File: config.mk
export PLATFORM = sky130hd
export DESIGN_NAME = seg7_scan_driver
export DESIGN_NICKNAME = d
export VERILOG_FILES = /design/src/rtl/seg7_scan_driver.sv
export SDC_FILE = /design/constraint.sdc
export NUM_CORES = 1
export LEC_CHECK = 0
export ABC_CLOCK_PERIOD_IN_PS = 4300
export BUFFER_PORTS_ARGS = -buffer_cell sky130_fd_sc_hd__buf_2
export CORE_MARGIN = 8
export CORE_UTILIZATION = 35
export DETAILED_ROUTE_END_ITERATION = 8
export PLACE_DENSITY = 0.54
export SLEW_MARGIN = 5
export SYNTH_ARGS = -nofsm -noshare
export SYNTH_HDL_FRONTEND = slang
export SYNTH_SLANG_ARGS = --single-unit
File: constraint.sdc
create_clock -name clk -period 4.3 [get_ports clk]
set_input_delay 0.43 -clock clk [delete_from_list [all_inputs] [get_ports clk]]
set_output_delay 0.43 -clock clk [all_outputs]
set_load 0.005 [all_outputs]
File: src/rtl/seg7_scan_driver.sv
// Multiplexed 8-digit seven-segment scan driver with frame-synchronous double buffering.
// Optional build macro SEG7_LEADING_ZERO_BLANK_EN blanks digits above the highest non-zero nibble.
module seg7_scan_driver #(
  parameter int SCAN_DIV     = 100000,
  parameter int BLANK_CYCLES = 16
) (
  input  logic        clk,
  input  logic        reset,
  input  logic        wr_en,
  input  logic [31:0] wr_data,
  input  logic [7:0]  wr_dp,
  output logic [7:0]  cathode_array,
  output logic [7:0]  anode_array,
  output logic        frame_tick
);

  localparam int CW = (SCAN_DIV > 1) ? $clog2(SCAN_DIV) : 1;

  typedef enum logic {BLANK, SHOW} state_t;

  state_t        state_reg, state_next;
  logic [CW-1:0] count_reg, count_next;
  logic [2:0]    idx_reg, idx_next;
  logic          slot_end, frame_end;

  logic [31:0]   disp_reg, pend_data_reg;
  logic [7:0]    dp_reg, pend_dp_reg;
  logic          pend_flag_reg;

  logic [7:0]    anode_reg, anode_next;
  logic [7:0]    cathode_reg, cathode_next;
  logic          frame_tick_reg;

  logic [3:0]    nibble;
  logic [6:0]    seg_n;
  logic [7:0]    nz;
  logic [7:0]    nz_at_or_above;

  assign slot_end  = (count_reg == CW'(SCAN_DIV - 1));
  assign frame_end = slot_end && (idx_reg == 3'd7);

  // Per-digit "nibble is non-zero" flags for leading-zero suppression.
  generate
    for (genvar gi = 0; gi < 8; gi++) begin : g_nz
      assign nz[gi] = |disp_reg[4*gi +: 4];
    end
  endgenerate

  assign nz_at_or_above = nz >> idx_reg;
  assign nibble         = disp_reg[{idx_reg, 2'b00} +: 4];

  always_comb begin
    seg_n = 7'h7F;
    case (nibble)
      4'h0: seg_n = 7'h40;
      4'h1: seg_n = 7'h79;
      4'h2: seg_n = 7'h24;
      4'h3: seg_n = 7'h30;
      4'h4: seg_n = 7'h19;
      4'h5: seg_n = 7'h12;
      4'h6: seg_n = 7'h02;
      4'h7: seg_n = 7'h78;
      4'h8: seg_n = 7'h00;
      4'h9: seg_n = 7'h10;
      4'hA: seg_n = 7'h08;
      4'hB: seg_n = 7'h03;
      4'hC: seg_n = 7'h46;
      4'hD: seg_n = 7'h21;
      4'hE: seg_n = 7'h06;
      4'hF: seg_n = 7'h0E;
      default: seg_n = 7'h7F;
    endcase
  end

  always_comb begin
    count_next   = slot_end ? '0 : count_reg + CW'(1);
    idx_next     = slot_end ? idx_reg + 3'd1 : idx_reg;
    state_next   = state_reg;
    anode_next   = 8'hFF;
    cathode_next = 8'hFF;
    case (state_reg)
      BLANK: if (count_next == CW'(BLANK_CYCLES)) state_next = SHOW;
      SHOW:  if (slot_end) state_next = BLANK;
      default: state_next = BLANK;
    endcase
    if (state_reg == SHOW) begin
      anode_next   = ~(8'd1 << idx_reg);
      cathode_next = {~dp_reg[idx_reg], seg_n};
`ifdef SEG7_LEADING_ZERO_BLANK_EN
      // Digit 0 is always lit so a zero value still shows "0".
      if (idx_reg != 3'd0 && nz_at_or_above == 8'd0) cathode_next[6:0] = 7'h7F;
`endif
    end
  end

  always_ff @(posedge clk) begin
    if (reset) begin
      state_reg      <= BLANK;
      count_reg      <= '0;
      idx_reg        <= 3'd0;
      anode_reg      <= 8'hFF;
      cathode_reg    <= 8'hFF;
      frame_tick_reg <= 1'b0;
    end else begin
      state_reg      <= state_next;
      count_reg      <= count_next;
      idx_reg        <= idx_next;
      anode_reg      <= anode_next;
      cathode_reg    <= cathode_next;
      frame_tick_reg <= frame_end;
    end
  end

  // A write landing on the boundary cycle bypasses the pending buffer entirely.
  always_ff @(posedge clk) begin
    if (reset) begin
      disp_reg      <= 32'd0;
      dp_reg        <= 8'd0;
      pend_data_reg <= 32'd0;
      pend_dp_reg   <= 8'd0;
      pend_flag_reg <= 1'b0;
    end else if (frame_end) begin
      if (wr_en) begin
        disp_reg <= wr_data;
        dp_reg   <= wr_dp;
      end else if (pend_flag_reg) begin
        disp_reg <= pend_data_reg;
        dp_reg   <= pend_dp_reg;
      end
      pend_flag_reg <= 1'b0;
    end else if (wr_en) begin
      pend_data_reg <= wr_data;
      pend_dp_reg   <= wr_dp;
      pend_flag_reg <= 1'b1;
    end
  end

  assign anode_array   = anode_reg;
  assign cathode_array = cathode_reg;
  assign frame_tick    = frame_tick_reg;

endmodule

==> results.md <==
* Core box area at 15770 um2
* Routability cong. at 0.8481
* Row count at 46
* Final Critical Period at 2.991 ns
* CTS Sinks at between 100 and 150
* Cts hold-fix bufs at 0
* Filler instances at 1542
* CTS tree: built
* Post-synth EDFFs at 0
* Seq pwr share at 40.4%
* Initial antenna violation count at 0
* Critical path endpoint category: register
* Crit path DAT at around 3.3 ns
* Vias per inst at ~4.9
* Relative slew slack at 27.16%
* Syn Std Cell Area at 5592 um2
* Clk pin slew, worst setup/hold paths at ~0.050 ns
* Final net count at a little under 700
* Syn Area/Cell at around 9.5 um2
* DRC errors left at 0
* GR Layer Usage met3 at around 5%
* Sw frac at 20.67%
* Hold Path End: pend_data_reg[2]$_SDFFE_PP0P_
* R2R Setup Slk at 1.31 ns
* Yosys warns at 0
* Clock power share at a little over half
* First drt pass iteration count at 4
* Most numerous cell in the Yosys netlist: dfxtp_1
* Number of port buffers at 59
* HP Class: input port to register
* Final hold viol count at 0
* Synth Area in Compound Gates at 15.46%
* Final setup viols at 0
* Crit Path Max Fanout at 14
* Logic gate share of total power at roughly 5%
* Synth Instances at 589
* Worst path slowest cell: mux2i_1
* Share of layout cells above drive strength 1 at between 20% and 30%
* Clock Latency Late Sink at roughly 0.42 ns
* Met2 GRT Util at 19.83%
* Final Max Slew Viols at 0
* Fin crit share at 69.56%
* H-tree depth at 4
* Sw Pwr at around 0.58 mW
* Post-synth cell types at 45
* Top FF cell, synth: dfxtp_1
* Least-Margin Pin Slew at 1.062 ns
* Most Used Layer, Global Route: met2
* RSZ-0062 raised after global routing: false
* Wire per inst at 14.83 um
* Peak VDD IR at 0.2986 mV
* Sequential share of the synthesized area at between 40% and 50%
* Syn_nets at 645
* FF-to-FF path depth at 5
* Num ports at 60
* Clk_skew at about 0.0067 ns
* Post-Route WL at 12750 um
* Pre-CTS setup slack at 1.285 ns
* Max clock buf depth at 2
* First-pass GRT wire length at 20480 um
* Root Buffer: clkbuf_16
* Overflow after GRT at 0
* XOR/XNOR share of the synthesized area at approximately 2.7%
* Reg-to-reg endpoint: cathode_array[4]$_SDFF_PP1_
* Total global-route track usage at roughly 13%
* Synth Area in Simple Gates at 18.08%
* RR Startpoint: idx_reg[0]$_SDFFE_PP0N_
* Fin Hold WS at around 0.26 ns
* Largest family of logic cells by synthesized area: simple AND/OR/NAND/NOR gates
* Critical path, cell by cell: mux4_2 -> mux2i_1 -> mux2_2 -> nand2_1 -> o211ai_1
* Top post-synthesis cells by area: dfxtp_1 (43%), a211oi_2 (9.0%), mux2i_1 (8.1%)
* Critical Path Source Type: register
* Total CTS buffers at 17
* Cell taking the most area after synthesis: dfxtp_1
* Setup TNS at 0 ns
* Via count at about 4.2k
* Commonest cells in the netlist: dfxtp_1 (119), nand2_1 (109), nor2_1 (70)
* Area share of the largest cell type after synthesis at about 43%
* GRT met1 Usage at ~16%
* WS Path Type: register to register
* PwrDens at 426.8 nW/um2
* Max capacitance violation total at 0
* Mux cell area share after synthesis at about an eighth
* Number of global-route vias before repair at a little over 4k
* First DRT Iteration DRCs at ~260
* Int Power at 2.239 mW
* Status: complete, no violations
* Yosys reg bits at 119
* Initial core utilization at a little over a third
* Post-Synth Adder-Cell Area at 2.909%
* Final WS setup at 1.309 ns
* Antenna viol nets, final at 0
* Leak at 2.504 nW
* Post-CTS Setup Bufs at 0
* PostCTS Resize Cnt at 0
* Area growth, synth to finish at 18.28%
* Hold Crit Depth at 3
* CP peak stage delay at 0.84 ns
* Hold Path Origin: wr_data[2]
* Fmax at 0.3343 GHz
* Die X at roughly 140 um
* DP HPWL at around 8800 um
* WP data required at 4.55 ns
* Largest net degree at the start of global routing at 58
* Async SR Flop Fraction at 0%
* Die Y at 142.4 um
* Die Area at 20280 um2
* Ant diodes at 0
==> metrics by stage <==
step | instances | total power [mW] | util (%) | instance area [um2]
after global routing | 860 | 2.932 | 41.94 | 6614
final | 860 | 2.823 | 41.94 | 6614
after global placement | 828 | 1.301 | 37.80 | 5961
after detailed placement | 828 | 1.305 | 37.80 | 5961
after CTS | 860 | 2.863 | 41.94 | 6614
after floorplan | 589 | 1.258 | - | 5592
==> critical path, delay by kind of cell, from the launching register on <==
kind,cells,cell delay [ns]
compound gates,1,0.09
flops,1,0.80
mux,3,1.86
simple gates,1,0.08
==> worst max path at each step <==
stage                                 start                     endpoint
detailed placement  idx_reg[0]$_SDFFE_PP0N_  cathode_array[4]$_SDFF_PP1_
global placement    idx_reg[0]$_SDFFE_PP0N_  cathode_array[4]$_SDFF_PP1_
global route        idx_reg[0]$_SDFFE_PP0N_  cathode_array[4]$_SDFF_PP1_
CTS                 idx_reg[0]$_SDFFE_PP0N_  cathode_array[4]$_SDFF_PP1_
floorplan           idx_reg[1]$_SDFFE_PP0N_  cathode_array[3]$_SDFF_PP1_
finish              idx_reg[0]$_SDFFE_PP0N_  cathode_array[4]$_SDFF_PP1_
==> power groups by stage <==
| stage | logic, mW | clock network (mW) | registers, mW |
|---|---|---|---|
| finish | 0.140 | 1.54 | 1.14 |
| global route | 0.155 | 1.63 | 1.14 |
| CTS | 0.143 | 1.58 | 1.14 |
| detailed placement | 0.142 | 0 | 1.16 |
| global placement | 0.140 | 0 | 1.16 |
| floorplan | 0.0978 | 0 | 1.16 |
==> routing by layer <==
layer,share of wire [%],wire length [um]
met5,0,0
met4,2.0,255
met1,47,5958
met3,5.4,683
met2,46,5853
==> logic make-up (layout without fill, tap and decap cells) <==
| group | count (synthesis) | after routing |
|---|---|---|
| simple gates | 226 | 226 |
| flops | 119 | 119 |
| compound gates | 104 | 104 |
| mux | 59 | 59 |
| buf+inv | 51 | 106 |
| xor+xnor | 17 | 17 |
| fa+ha+maj | 13 | 13 |
==> cell type report <==
class | count | area (um2) | share of cell area, %
Inverter | 9 | 33.78 | 0.5108
Timing Repair Buffer | 65 | 355.3 | 5.373
Sequential cell | 119 | 2382 | 36.02
Clock inverter | 7 | 137.6 | 2.081
Multi-Input combinational cell | 419 | 2919 | 44.14
Tap cell | 216 | 270.3 | 4.086
Clock buffer | 25 | 515.5 | 7.794
==> cells in the final DEF, fill, tap and decap left out, types with 4 or more instances in the layout <==
cell type,instances
xor2_1,7
clkbuf_8,6
nor3_1,4
nand2b_1,5
buf_2,58
xnor2_1,10
buf_4,6
o221ai_1,4
nand3_1,10
nor2_1,70
and2_1,5
mux4_2,11
mux2i_1,45
a211oi_2,40
dfxtp_1,119
inv_1,8
clkbuf_16,17
a21oi_1,45
ha_1,13
nand2_1,109
nand4_1,4
bufinv_16,4
Note: power is estimated with default switching activity, not from simulation.
